[config.mk]
export PLATFORM = sky130hd
export DESIGN_NAME = zstr_fifo_reg
export DESIGN_NICKNAME = d
export VERILOG_FILES = /design/src/rtl/zstr_fifo_reg_pkg.sv /design/src/rtl/zstr_fifo_reg.sv
export SDC_FILE = /design/constraint.sdc
export NUM_CORES = 1
export LEC_CHECK = 0
export CORE_MARGIN = 10
export CORE_UTILIZATION = 35
export CTS_BUF_LIST = sky130_fd_sc_hd__clkbuf_8
export CTS_CLUSTER_DIAMETER = 60
export DETAILED_ROUTE_END_ITERATION = 12
export PLACE_DENSITY = 0.59
export SETUP_SLACK_MARGIN = 0.02
export SYNTH_ARGS = -nofsm -noshare
export SYNTH_HDL_FRONTEND = slang
export SYNTH_SLANG_ARGS = --single-unit
[constraint.sdc]
create_clock -name z_clk -period 5.7 [get_ports z_clk]
set_clock_uncertainty 0.1 [all_clocks]
set_input_delay 1.14 -clock z_clk [delete_from_list [all_inputs] [get_ports z_clk]]
set_output_delay 1.14 -clock z_clk [all_outputs]
set_load 0.01 [all_outputs]
[src/rtl/zstr_fifo_reg_pkg.sv]
// zstr_fifo_reg_pkg: protocol-wide zstr stream defaults and the transfer-condition helper
package zstr_fifo_reg_pkg;
  localparam int ZSTR_BW = 8;
  function automatic logic zstr_trn(input logic vld, input logic ack);
    return vld & ack;
  endfunction
endpackage

[src/rtl/zstr_fifo_reg.sv]
// zstr_fifo_reg: single-clock register-array FIFO between a zstr producer and consumer
module zstr_fifo_reg
  import zstr_fifo_reg_pkg::*;
#(
  parameter int BW = ZSTR_BW,
  parameter int LN = 4
) (
  input  logic                 z_clk,
  input  logic                 z_rst,
  input  logic                 zi_vld,
  input  logic [BW-1:0]        zi_bus,
  output logic                 zi_ack,
  output logic                 zo_vld,
  output logic [BW-1:0]        zo_bus,
  input  logic                 zo_ack,
  output logic [$clog2(LN):0]  z_cnt
);
  localparam int AW = $clog2(LN);
  logic [BW-1:0] r_mem [LN];
  logic [AW:0]   r_wp, r_rp;
  logic          w_full, w_empty, w_zi_trn, w_zo_trn;
  // flags come only from registered pointers, so no ack/vld combinational feedthrough
  always_comb begin
    w_empty  = r_wp == r_rp;
    w_full   = (r_wp[AW-1:0] == r_rp[AW-1:0]) && (r_wp[AW] != r_rp[AW]);
    zi_ack   = !w_full;
    zo_vld   = !w_empty;
    w_zi_trn = zstr_trn(zi_vld, zi_ack);
    w_zo_trn = zstr_trn(zo_vld, zo_ack);
    zo_bus   = r_mem[r_rp[AW-1:0]];
    z_cnt    = r_wp - r_rp;
  end
  // pointers carry a wrap bit so full and empty are distinguishable; reset discards contents
  always_ff @(posedge z_clk or negedge z_rst) begin
    if (!z_rst) begin
      r_wp <= '0;
      r_rp <= '0;
    end else begin
      if (w_zi_trn) r_wp <= r_wp + 1'b1;
      if (w_zo_trn) r_rp <= r_rp + 1'b1;
    end
  end
  // storage is not reset; its content is meaningless until written
  always_ff @(posedge z_clk) begin
    if (w_zi_trn) r_mem[r_wp[AW-1:0]] <= zi_bus;
  end
endmodule

==> reports/results.env, run 1 <==
STATUS='complete, no violations'
CRIT_FANOUT=11
CRIT_PATH_END_KIND='output port'
CRITICAL_PATH_DEPTH=4
P_LEAK_nW=0.7315
GRT_ANTENNA_BEFORE_REPAIR=0
TIMING.RR.END='r_mem[3][0]$_DFFE_PP_'
MULTI_INPUT_COMB_AREA_SQ_UM=456.7
POWER.DENSITY_CELL_AREA_nW_PER_UM2=568.6
POST_ROUTE_WORST_SETUP_SLACK_NS=2.097
CAP_VIOLATIONS=0
YOSYSUNIQUECELLTYPES=19
MAX-VDD-IR-DROP_mV=0.3730
PLACEMENTROWS=24
WORSTHOLDPATHCELLS=1
SYNTH_EDF_COUNT=32
HOLD_START='r_wp[0]$_DFFE_PN0P_'
CTSLONGESTPATHBUFFERS=2
DIODES=0
VIA_COUNT_OF_THE_FIRST_GLOBAL_ROUTING_PASS=909
HOLD-PATH-ENDPOINT='r_wp[0]$_DFFE_PN0P_'
CRITICAL_PATH.N_BUFFERS_INVERTERS=1
DIE-AREA_SQ_UM=7672
ASYNC_FLOP_SHARE_PCT=15.79
CTS_RESIZED=0
AREA_GROWTH_PCT=23.71
TIMING.FINAL.CRIT_PERIOD_NS=3.603
GP_CONGESTION=0.7224
CRIT_ARRIVAL_NS=2.36
ROUTE.FINAL.WIRE_LENGTH_MM=2.805
SLEW-LIMIT-HEADROOM_PCT=57.37
VIA_PER_INST=4.845
HOLD_BUFFERS=0
POST-CTS-SETUP-BUFFER-COUNT=0
SYNTH_TOP_CELLS_BY_AREA='edfxtp_1 60%, mux4_2 11%, dfrtp_1 9.4%'
SYNTH-SEQ-CELLS=38
SYNTH.TOP_CELL.AREA_SHARE_PCT=60.09
SYN_AVG_CELL_AREA_SQ_UM=18.59
DRIVE_ABOVE_1_SHARE_PCT=16.38
POST-ROUTE-PERIOD-UTIL_PCT=63.21
CLK_LATENCY_NS=0.29
NNETSFINAL=135
GRT_MAX_DEGREE=13
SLEW_VIOL_FINAL=0
TIGHTESTPINTRANSITION_NS=0.6395
CLOCK_TREE_FROM_TRITONCTS='yes'
WORSTPATHCELLLIST='ha_1 > fa_1 > xnor2_1 > clkdlybuf4s50_1'
YOSYS_MOST_USED_DFF='edfxtp_1'
SYNTH-WARNING-COUNT=0
WORST_EP_REQUIRED_TIME_NS=4.46
PATH_CLK_SLEW_NS=0.07
IO_BUFFERS=24
NUMCLOCKSINKS=38
IO_PINS=25
INITIAL_UTILIZATION_PCT=36.47
INITIALDRTVIOLATIONCOUNT=42
DR_VIAS=814
REPORT.FINAL.SETUP_VIOL=0
GRTUSAGETOTAL_PCT=7.963
NETLIST_TOP_CELLS_COUNT='32 x edfxtp_1, 8 x mux4_2, 7 x ha_1'
GRT_OVERFLOW=0
CTS_BUFFERS=5
CLK_ROOT_BUFFER_CELL='clkbuf_8'
SYNTH_SEQ_AREA_SHARE_PCT=69.48
FINAL_ANTENNA_NET_COUNT=0
FF2FF_SETUP_SLACK_NS=3.46
SYNTH.MOST_COMMON_CELL='edfxtp_1'
DETAILEDPLACEMENTHPWL_MM=1.927
GRT_SETUP_UNREPAIRED='no'
POSTSYNTHCELLCOUNT=86
ROUTE.DETAILED.WL_PER_INST_UM=16.70
HTREEDEPTH=2
WORSTSETUPSTARTPOINTTYPE='register'
R2R-START='r_rp[0]$_DFFE_PN0P_'
REPORT.FINAL.HOLD_VIOL_COUNT=0
WORSTREGTOREGCELLS=3
CPLARGESTDELAYFAMILY='adder cells'
WORST_PATH_MAX_DELAY_CELL='dfrtp_1'
FIRST_PASS_GRT_WIRE_LENGTH_MM=4.567
CORE_AREA_SQ_UM=4384
ROUTE.DETAILED.DRC=0
TOTAL_AREA_OF_SEQUENTIAL_CELLS_SQ_UM=1111
DRT_PASS_1_ITERS=4
FMAX_MHz=277.6
SETUP.WORST_PATH.CLASS='reg2out'
DPL_WS_NS=2.386
LAYOUT.FILLER_CELLS=393
CRITICAL_PATH.MAX_STAGE_DELAY_NS=0.61
WORSTHOLDPATHTYPE='reg2reg'
SETUP_TNS_NS=0
YOSYSTOPAREACELL='edfxtp_1'
DIE_WIDTH_UM=87.59
DIE-HEIGHT_UM=87.59
SYNTH.CELL_AREA_SQ_UM=1599
SYN-NUM-NETS=106
## layer usage
layer  GRT usage [%]  part of all wire, %  vias to the layer above
li1                -                    -                      383
met1           9.570                   43                      397
met2           11.71                   47                       25
met3           3.250                  7.2                        9
met4           4.783                  2.5                        0
met5               0                    0                        -
## per-stage QoR
step	std cells	total power, mW	instance area (sq um)	hold WS (ns)	util (%)
after global routing	168	1.208	1978	0.4902	45.12
after CTS	168	1.147	1978	0.4649	45.12
final	168	1.125	1978	0.4670	45.12
after floorplan	86	0.7349	1599	0.3969	-
after global placement	160	0.9642	1896	0.4478	43.24
after detailed placement	160	0.9738	1896	0.4552	43.24
## worst max-delay path by stage
stage	start	endpoint	slack (ns)
global placement	r_rp[0]$_DFFE_PN0P_	z_cnt[1]	2.39
floorplan	r_wp[0]$_DFFE_PN0P_	z_cnt[2]	3.17
CTS	r_rp[0]$_DFFE_PN0P_	z_cnt[2]	2.05
detailed placement	r_rp[0]$_DFFE_PN0P_	z_cnt[2]	2.39
finish	r_rp[0]$_DFFE_PN0P_	z_cnt[2]	2.10
global route	r_rp[0]$_DFFE_PN0P_	z_cnt[1]	1.96
## registers in the layout, summed over array words and instances (netlist names)
signal  cells
r_mem      32
r_wp        3
r_rp        3
## logic make-up after synthesis
family	Yosys count	synth area share, %
xor+xnor	5	2.739
flops	38	69.48
compound gates	4	1.487
fa+ha+maj	8	6.729
buf+inv	8	1.956
mux	12	14.24
simple gates	11	3.365
## report_power, final
group	internal (mW)	leakage, nW	switching [mW]	total (mW)
Sequential	0.381	0.365	0.0695	0.451
Clock	0.0828	0.0491	0.0881	0.171
Combinational	0.288	0.318	0.215	0.503
## placed cells by master, fill, tap and decap left out, drive strengths merged
cell,Yosys,final
inv,6,7
edfxtp,32,32
mux2,3,3
xnor2,4,4
dfrtp,6,6
mux4,8,8
ha,7,7
o21ai,4,4
fa,1,1
clkbuf,1,5
and3,4,4
nand2,5,5
mux2i,1,1
clkinv,0,2
xor2,1,1
clkdlybuf4s50,0,24
nand3,2,2
## cell type report
type	count	area share, %
multi-input combinational	40	23.09
timing repair buffer	24	12.14
sequential	38	56.17
tap	52	3.289
clock inverter	3	0.6958
inverter	6	1.139
clock buffer	5	3.479
Power figures use the tool's default switching activity.
==> run 2: changes to the inputs <==
--- a/config.mk
+++ b/config.mk
@@ -10,7 +10,7 @@
 export CTS_BUF_LIST = sky130_fd_sc_hd__clkbuf_8
 export CTS_CLUSTER_DIAMETER = 60
 export DETAILED_ROUTE_END_ITERATION = 12
-export PLACE_DENSITY = 0.59
+export PLACE_DENSITY = 0.61
 export SETUP_SLACK_MARGIN = 0.02
 export SYNTH_ARGS = -nofsm -noshare
 export SYNTH_HDL_FRONTEND = slang
==> constraint.sdc (replaced) <==
create_clock -name z_clk -period 3.1 [get_ports z_clk]
set_clock_uncertainty 0.1 [all_clocks]
set_input_delay 0.62 -clock z_clk [delete_from_list [all_inputs] [get_ports z_clk]]
set_output_delay 0.62 -clock z_clk [all_outputs]
set_load 0.01 [all_outputs]
==> run 2 against run 1 <==
Effect of this change:
- sequential share of layout area shrank 0.39 points
- worst hold slack got worse by 0.029 ns
- setup slack lost 1.8 ns
- via count rose by 1.5%
- cell area increased by 0.70%
- combinational power grew 100%
- sequential power is 70% higher
- core utilization is 0.31 points higher
- total power rose by 86%
- die area unchanged
- routed wire length increased by 5.3%
- largest cell class unchanged
==> reports/results.env, run 2 (synthesized netlist as in run 1, its figures left out) <==
LAYOUT_COMMONEST_CELL='edfxtp_1'
IO_BUFFERS=24  # unchanged
CTS_RESIZED=0  # unchanged
VIA_PER_INST=4.859  # +0.28%
CAP_VIOLATIONS=0  # unchanged
CTS_BUFFERS=5  # unchanged
WORSTSETUPSTARTPOINTTYPE='register'
GRTUSAGETOTAL_PCT=8.389  # +0.43 points
CLK_ROOT_BUFFER_CELL='clkbuf_8'
DIE-AREA_SQ_UM=7672  # unchanged
PLACEMENTROWS=24  # unchanged
COMMONEST_CELLS_AFTER_ROUTING_FILL_AND_TAPS_ASIDE='32 x edfxtp_1, 24 x clkdlybuf4s50_1, 8 x mux4_2, 7 x inv_1, 7 x ha_1'
DETAILEDPLACEMENTHPWL_MM=2.123  # +10%
FIRST_PASS_GRT_WIRE_LENGTH_MM=4.754  # +4.1%
CLK_LATENCY_NS=0.29  # about the same
CRIT_ARRIVAL_NS=2.11  # -0.25 ns
TIGHTESTPINTRANSITION_NS=0.4510  # -0.1885 ns
GRT_OVERFLOW=0  # unchanged
CTSLONGESTPATHBUFFERS=2  # unchanged
REPORT.FINAL.HOLD_VIOL_COUNT=0  # unchanged
INITIAL_UTILIZATION_PCT=36.47  # unchanged
FMAX_MHz=353.0
DRT_PASS_1_ITERS=4  # unchanged
MAX-VDD-IR-DROP_mV=0.7866  # +110%
TIMING.FINAL.CRIT_PERIOD_NS=2.833
ROUTE.DETAILED.DRC=0  # unchanged
STATUS='complete, no violations'
WORSTREGTOREGCELLS=4  # +1
WORST_EP_REQUIRED_TIME_NS=2.38  # -2.08 ns
CORE_AREA_SQ_UM=4384  # unchanged
GRT_MAX_DEGREE=12  # -1
GRT_SETUP_UNREPAIRED='no'
P_LEAK_nW=0.7388  # +1.0%
POSTLAYOUTCOREUTIL_PCT=45.43  # +0.31 points
POWER.DENSITY_CELL_AREA_nW_PER_UM2=1049  # +84%
REPORT.FINAL.SETUP_VIOL=0  # unchanged
DIODES=0  # unchanged
LARGEST_REGISTER_FF_COUNT=32  # unchanged
HTREEDEPTH=2  # unchanged
POST-CTS-SETUP-BUFFER-COUNT=0  # unchanged
NNETSFINAL=137  # +1.5%
IO_PINS=25  # unchanged
GP_CONGESTION=0.8052  # +11%
WORSTHOLDPATHTYPE='reg2reg'
SETUP_TNS_NS=0  # unchanged
ROUTE.FINAL.WIRE_LENGTH_MM=2.954  # +5.3%
CRIT_PATH_END_KIND='output port'
WORSTHOLDPATHCELLS=1  # unchanged
DRIVE_ABOVE_1_SHARE_PCT=16.95  # +0.57 points
DIE-HEIGHT_UM=87.59  # unchanged
SLEW_VIOL_FINAL=0  # unchanged
INITIALDRTVIOLATIONCOUNT=32  # -24%
DR_VIAS=826  # +1.5%
HOLD_BUFFERS=0  # unchanged
AREA_GROWTH_PCT=24.57
SETUP.WORST_PATH.CLASS='reg2out'
DIE_WIDTH_UM=87.59  # unchanged
GRT_ANTENNA_BEFORE_REPAIR=0  # unchanged
FINAL_ANTENNA_NET_COUNT=0  # unchanged
NUMCLOCKSINKS=38  # unchanged
ROUTE.DETAILED.WL_PER_INST_UM=17.38  # +4.1%
CLOCK_TREE_FROM_TRITONCTS='yes'
CRIT_FANOUT=4  # -7
POST-ROUTE-PERIOD-UTIL_PCT=91.38
SLEW-LIMIT-HEADROOM_PCT=69.93  # +13 points
PATH_CLK_SLEW_NS=0.07  # about the same
VIA_COUNT_OF_THE_FIRST_GLOBAL_ROUTING_PASS=922  # +1.4%
==> run 2: changes by cell type in the layout (fill, tap and decap cells not counted), sizes merged <==
cell	delta
buf	+2
==> run 2: routing by layer <==
metal | GRT usage (%) | up-vias | wire length [um]
met5 | 0 | - | 0
met4 | 3.913 | 0 | 56
met3 | 4.643 | 6 | 242
met2 | 13.49 | 24 | 1462
met1 | 8.787 | 410 | 1192
li1 | - | 386 | -
==> run 2: cell type report <==
cell class	instances	area, sq um
repair buffers	26	255.2
flip-flops and latches	38	1111
well taps	52	65.06
inverters	6	22.52
fillers	397	2392
clock buffers	5	68.82
multi-input cells	40	456.7
clock inverters	3	12.51
==> run 2: metrics by stage <==
step / total power, mW / area [sq um] / hold WS [ns] / setup slack, ns / cells
3_3_place_gp: 1.795 / 1911 / 0.4185 / 0.6015 / 162
6_report: 2.089 / 1992 / 0.4377 / 0.2673 / 170
5_1_grt: 2.250 / 1992 / 0.4753 / 0.1284 / 170
4_1_cts: 2.135 / 1992 / 0.4465 / 0.2321 / 170
2_1_floorplan: 1.351 / 1599 / 0.2244 / 1.080 / 86
3_5_place_dp: 1.812 / 1911 / 0.4322 / 0.5721 / 162
==> run 2: critical path, cell delays in order (launching register included) <==
cell and delay (ns):
dfrtp_1 0.41, inv_1 0.10, ha_1 0.22, fa_1 0.37, xnor2_1 0.17, clkdlybuf4s50_1 0.56
==> run 2: final timing paths <==
| check | slack, ns | end | start |
|---|---|---|---|
| max in group asynchronous | 2.18 | r_rp[0]$_DFFE_PN0P_ | z_rst |
| min in group asynchronous | 0.48 | r_wp[2]$_DFFE_PN0P_ | z_rst |
| worst max register to register | 1.19 | r_mem[2][6]$_DFFE_PP_ | r_wp[0]$_DFFE_PN0P_ |
| worst min register to register | 0.44 | r_wp[0]$_DFFE_PN0P_ | r_wp[0]$_DFFE_PN0P_ |
| worst max-delay path | 0.27 | z_cnt[2] | r_wp[0]$_DFFE_PN0P_ |
| worst min-delay path | 0.44 | r_wp[0]$_DFFE_PN0P_ | r_wp[0]$_DFFE_PN0P_ |
==> run 2: report_power, final <==
part,switching (mW),internal (mW)
sequential,0.0654,0.702
combinational,0.460,0.547
clock,0.164,0.151
==> run 3: changes to the inputs <==
--- a/config.mk
+++ b/config.mk
@@ -11,7 +11,7 @@
 export CTS_CLUSTER_DIAMETER = 60
 export DETAILED_ROUTE_END_ITERATION = 12
 export PLACE_DENSITY = 0.61
-export SETUP_SLACK_MARGIN = 0.02
+export SETUP_SLACK_MARGIN = 0.5
 export SYNTH_ARGS = -nofsm -noshare
 export SYNTH_HDL_FRONTEND = slang
 export SYNTH_SLANG_ARGS = --single-unit
==> run 3 against run 2 <==
Effect of this change:
- cell count up 0.59%
- worst hold slack improved by 0.042 ns
- first-iteration DRC count is 28% lower
- sequential power about the same
- setup slack improved by 0.37 ns
- sequential cell count did not move
- largest power group unchanged
- clock power about the same
- sequential share of layout area fell by 0.79 points
- non-clock buffer count up 1
- via count is 0.61% higher
==> reports/results.env, run 3 (synthesized netlist as in run 1, its figures left out) <==
DRT_PASS_1_ITERS=4  # unchanged
DIODES=0  # unchanged
POST-ROUTE-PERIOD-UTIL_PCT=79.43  # -12 points
CTS_BUFFERS=5  # unchanged
WORST_EP_REQUIRED_TIME_NS=2.38  # about the same
WORSTREGTOREGCELLS=4  # unchanged
REPORT.FINAL.HOLD_VIOL_COUNT=0  # unchanged
AREA_GROWTH_PCT=26.37
IO_PINS=25  # unchanged
VIA_COUNT_OF_THE_FIRST_GLOBAL_ROUTING_PASS=931  # +0.98%
LARGEST_REGISTER_FF_COUNT=32  # unchanged
GRTUSAGETOTAL_PCT=8.447  # +0.058 points
SLEW-LIMIT-HEADROOM_PCT=70.09  # +0.16 points
TIMING.FINAL.CRIT_PERIOD_NS=2.462  # -0.3705 ns
ROUTE.DETAILED.DRC=0  # unchanged
PATH_CLK_SLEW_NS=0.07  # about the same
FMAX_MHz=406.1  # +15%
ROUTE.DETAILED.WL_PER_INST_UM=17.34  # -0.21%
ROUTE.FINAL.WIRE_LENGTH_MM=2.965  # +0.37%
CRIT_ARRIVAL_NS=1.74  # -0.37 ns
LAYOUT_COMMONEST_CELL='edfxtp_1'
DRIVE_ABOVE_1_SHARE_PCT=17.65  # +0.70 points
TIMING.RR.END='r_mem[2][6]$_DFFE_PP_'
HOLD_BUFFERS=0  # unchanged
GRT_ANTENNA_BEFORE_REPAIR=0  # unchanged
STATUS='complete, no violations'
DPL_WS_NS=0.5721  # unchanged
CLK_LATENCY_NS=0.29  # about the same
GRT_SETUP_UNREPAIRED='no'
GRT_MAX_DEGREE=12  # unchanged
DETAILEDPLACEMENTHPWL_MM=2.123  # unchanged
DPL-INSTANCE-AREA_SQ_UM=1911  # unchanged
PLACEMENTROWS=24  # unchanged
DIE-AREA_SQ_UM=7672  # unchanged
CAP_VIOLATIONS=0  # unchanged
POST_ROUTE_CELL_AREA_SQ_UM=2021  # +1.4%
WORSTSETUPSTARTPOINTTYPE='register'
CLK_ROOT_BUFFER_CELL='clkbuf_8'
DIE-HEIGHT_UM=87.59  # unchanged
DR_VIAS=831  # +0.61%
SLEW_VIOL_FINAL=0  # unchanged
SETUP_TNS_NS=0  # unchanged
MAX-VDD-IR-DROP_mV=0.7659  # -2.6%
CLOCK_TREE_FROM_TRITONCTS='yes'
HTREEDEPTH=2  # unchanged
CORE_AREA_SQ_UM=4384  # unchanged
WORSTHOLDPATHTYPE='in2async'
FINAL_ANTENNA_NET_COUNT=0  # unchanged
COMMONEST_CELLS_AFTER_ROUTING_FILL_AND_TAPS_ASIDE='32 x edfxtp_1, 13 x clkdlybuf4s50_1, 8 x mux4_2, 7 x inv_1, 7 x ha_1'
GRT_OVERFLOW=0  # unchanged
NUMCLOCKSINKS=38  # unchanged
R2R-START='r_rp[1]$_DFFE_PN0P_'
GP_CONGESTION=0.8052  # unchanged
POWER.DENSITY_CELL_AREA_nW_PER_UM2=1016  # -3.2%
P_LEAK_nW=0.8024  # +8.6%
FF2FF_SETUP_SLACK_NS=1.26  # +0.07 ns
SETUP.WORST_PATH.CLASS='reg2out'
NNETSFINAL=138  # +0.73%
POST_ROUTE_WORST_SETUP_SLACK_NS=0.6378  # +0.3705 ns
CTSLONGESTPATHBUFFERS=2  # unchanged
FIRST_PASS_GRT_WIRE_LENGTH_MM=4.788  # +0.72%
CRIT_FANOUT=3  # -1
REPORT.FINAL.SETUP_VIOL=0  # unchanged
POSTLAYOUTCOREUTIL_PCT=46.09  # +0.66 points
TIGHTESTPINTRANSITION_NS=0.4487  # -0.002356 ns
DIE_WIDTH_UM=87.59  # unchanged
VIA_PER_INST=4.860  # about the same
INITIAL_UTILIZATION_PCT=36.47  # unchanged
IO_BUFFERS=24  # unchanged
INITIALDRTVIOLATIONCOUNT=23  # -28%
CRIT_PATH_END_KIND='output port'
[run 3: per-layer routing]
metal	up-vias	global-route usage [%]	part of all wire, %
met2	24	13.49	49
met4	0	3.913	1.9
li1	389	-	-
met5	-	0	0
met1	412	9.014	42
met3	6	4.550	6.9
[run 3: how the worst max path moves through the flow]
stage,startpoint,endpoint,depth (start not counted)
final,r_wp[0]$_DFFE_PN0P_,z_cnt[2],5
after floorplan,r_rp[1]$_DFFE_PN0P_,r_mem[0][0]$_DFFE_PP_,5
after global placement,r_wp[0]$_DFFE_PN0P_,z_cnt[2],5
after CTS,r_rp[0]$_DFFE_PN0P_,zo_bus[6],3
after detailed placement,r_wp[0]$_DFFE_PN0P_,z_cnt[2],5
after global routing,r_wp[1]$_DFFE_PN0P_,z_cnt[2],4
[run 3: cell type report]
cell class,count,area (sq um)
inverters,6,22.52
multi-input cells,40,456.7
fillers,399,2364
well taps,52,65.06
clock buffers,5,68.82
clock inverters,3,12.51
flip-flops and latches,38,1111
repair buffers,27,284.0
[run 3: report_power, final]
group | switching (mW) | internal [mW]
Clock | 0.164 | 0.151
Combinational | 0.462 | 0.509
Sequential | 0.0640 | 0.702
[run 3: critical path, stage by stage (launching register included)]
cell	delay, ns
dfrtp_1	0.35
inv_1	0.07
ha_1	0.21
fa_1	0.37
xnor2_1	0.16
dlygate4sd2_1	0.29
[run 3: metrics by stage]
stage / total power, mW / hold slack (ns) / cells
2_1_floorplan: 1.351 / 0.2244 / 86
3_3_place_gp: 1.795 / 0.4185 / 162
3_5_place_dp: 1.812 / 0.4322 / 162
4_1_cts: 2.114 / 0.4819 / 171
5_1_grt: 2.217 / 0.4760 / 171
6_report: 2.052 / 0.4796 / 171
[run 3: what timing repair did]
item,4_1_cts,5_1_grt
resized for setup,8,6
buffers inserted,1,0
endpoints found under the setup margin,11,6
pin swaps,0,0
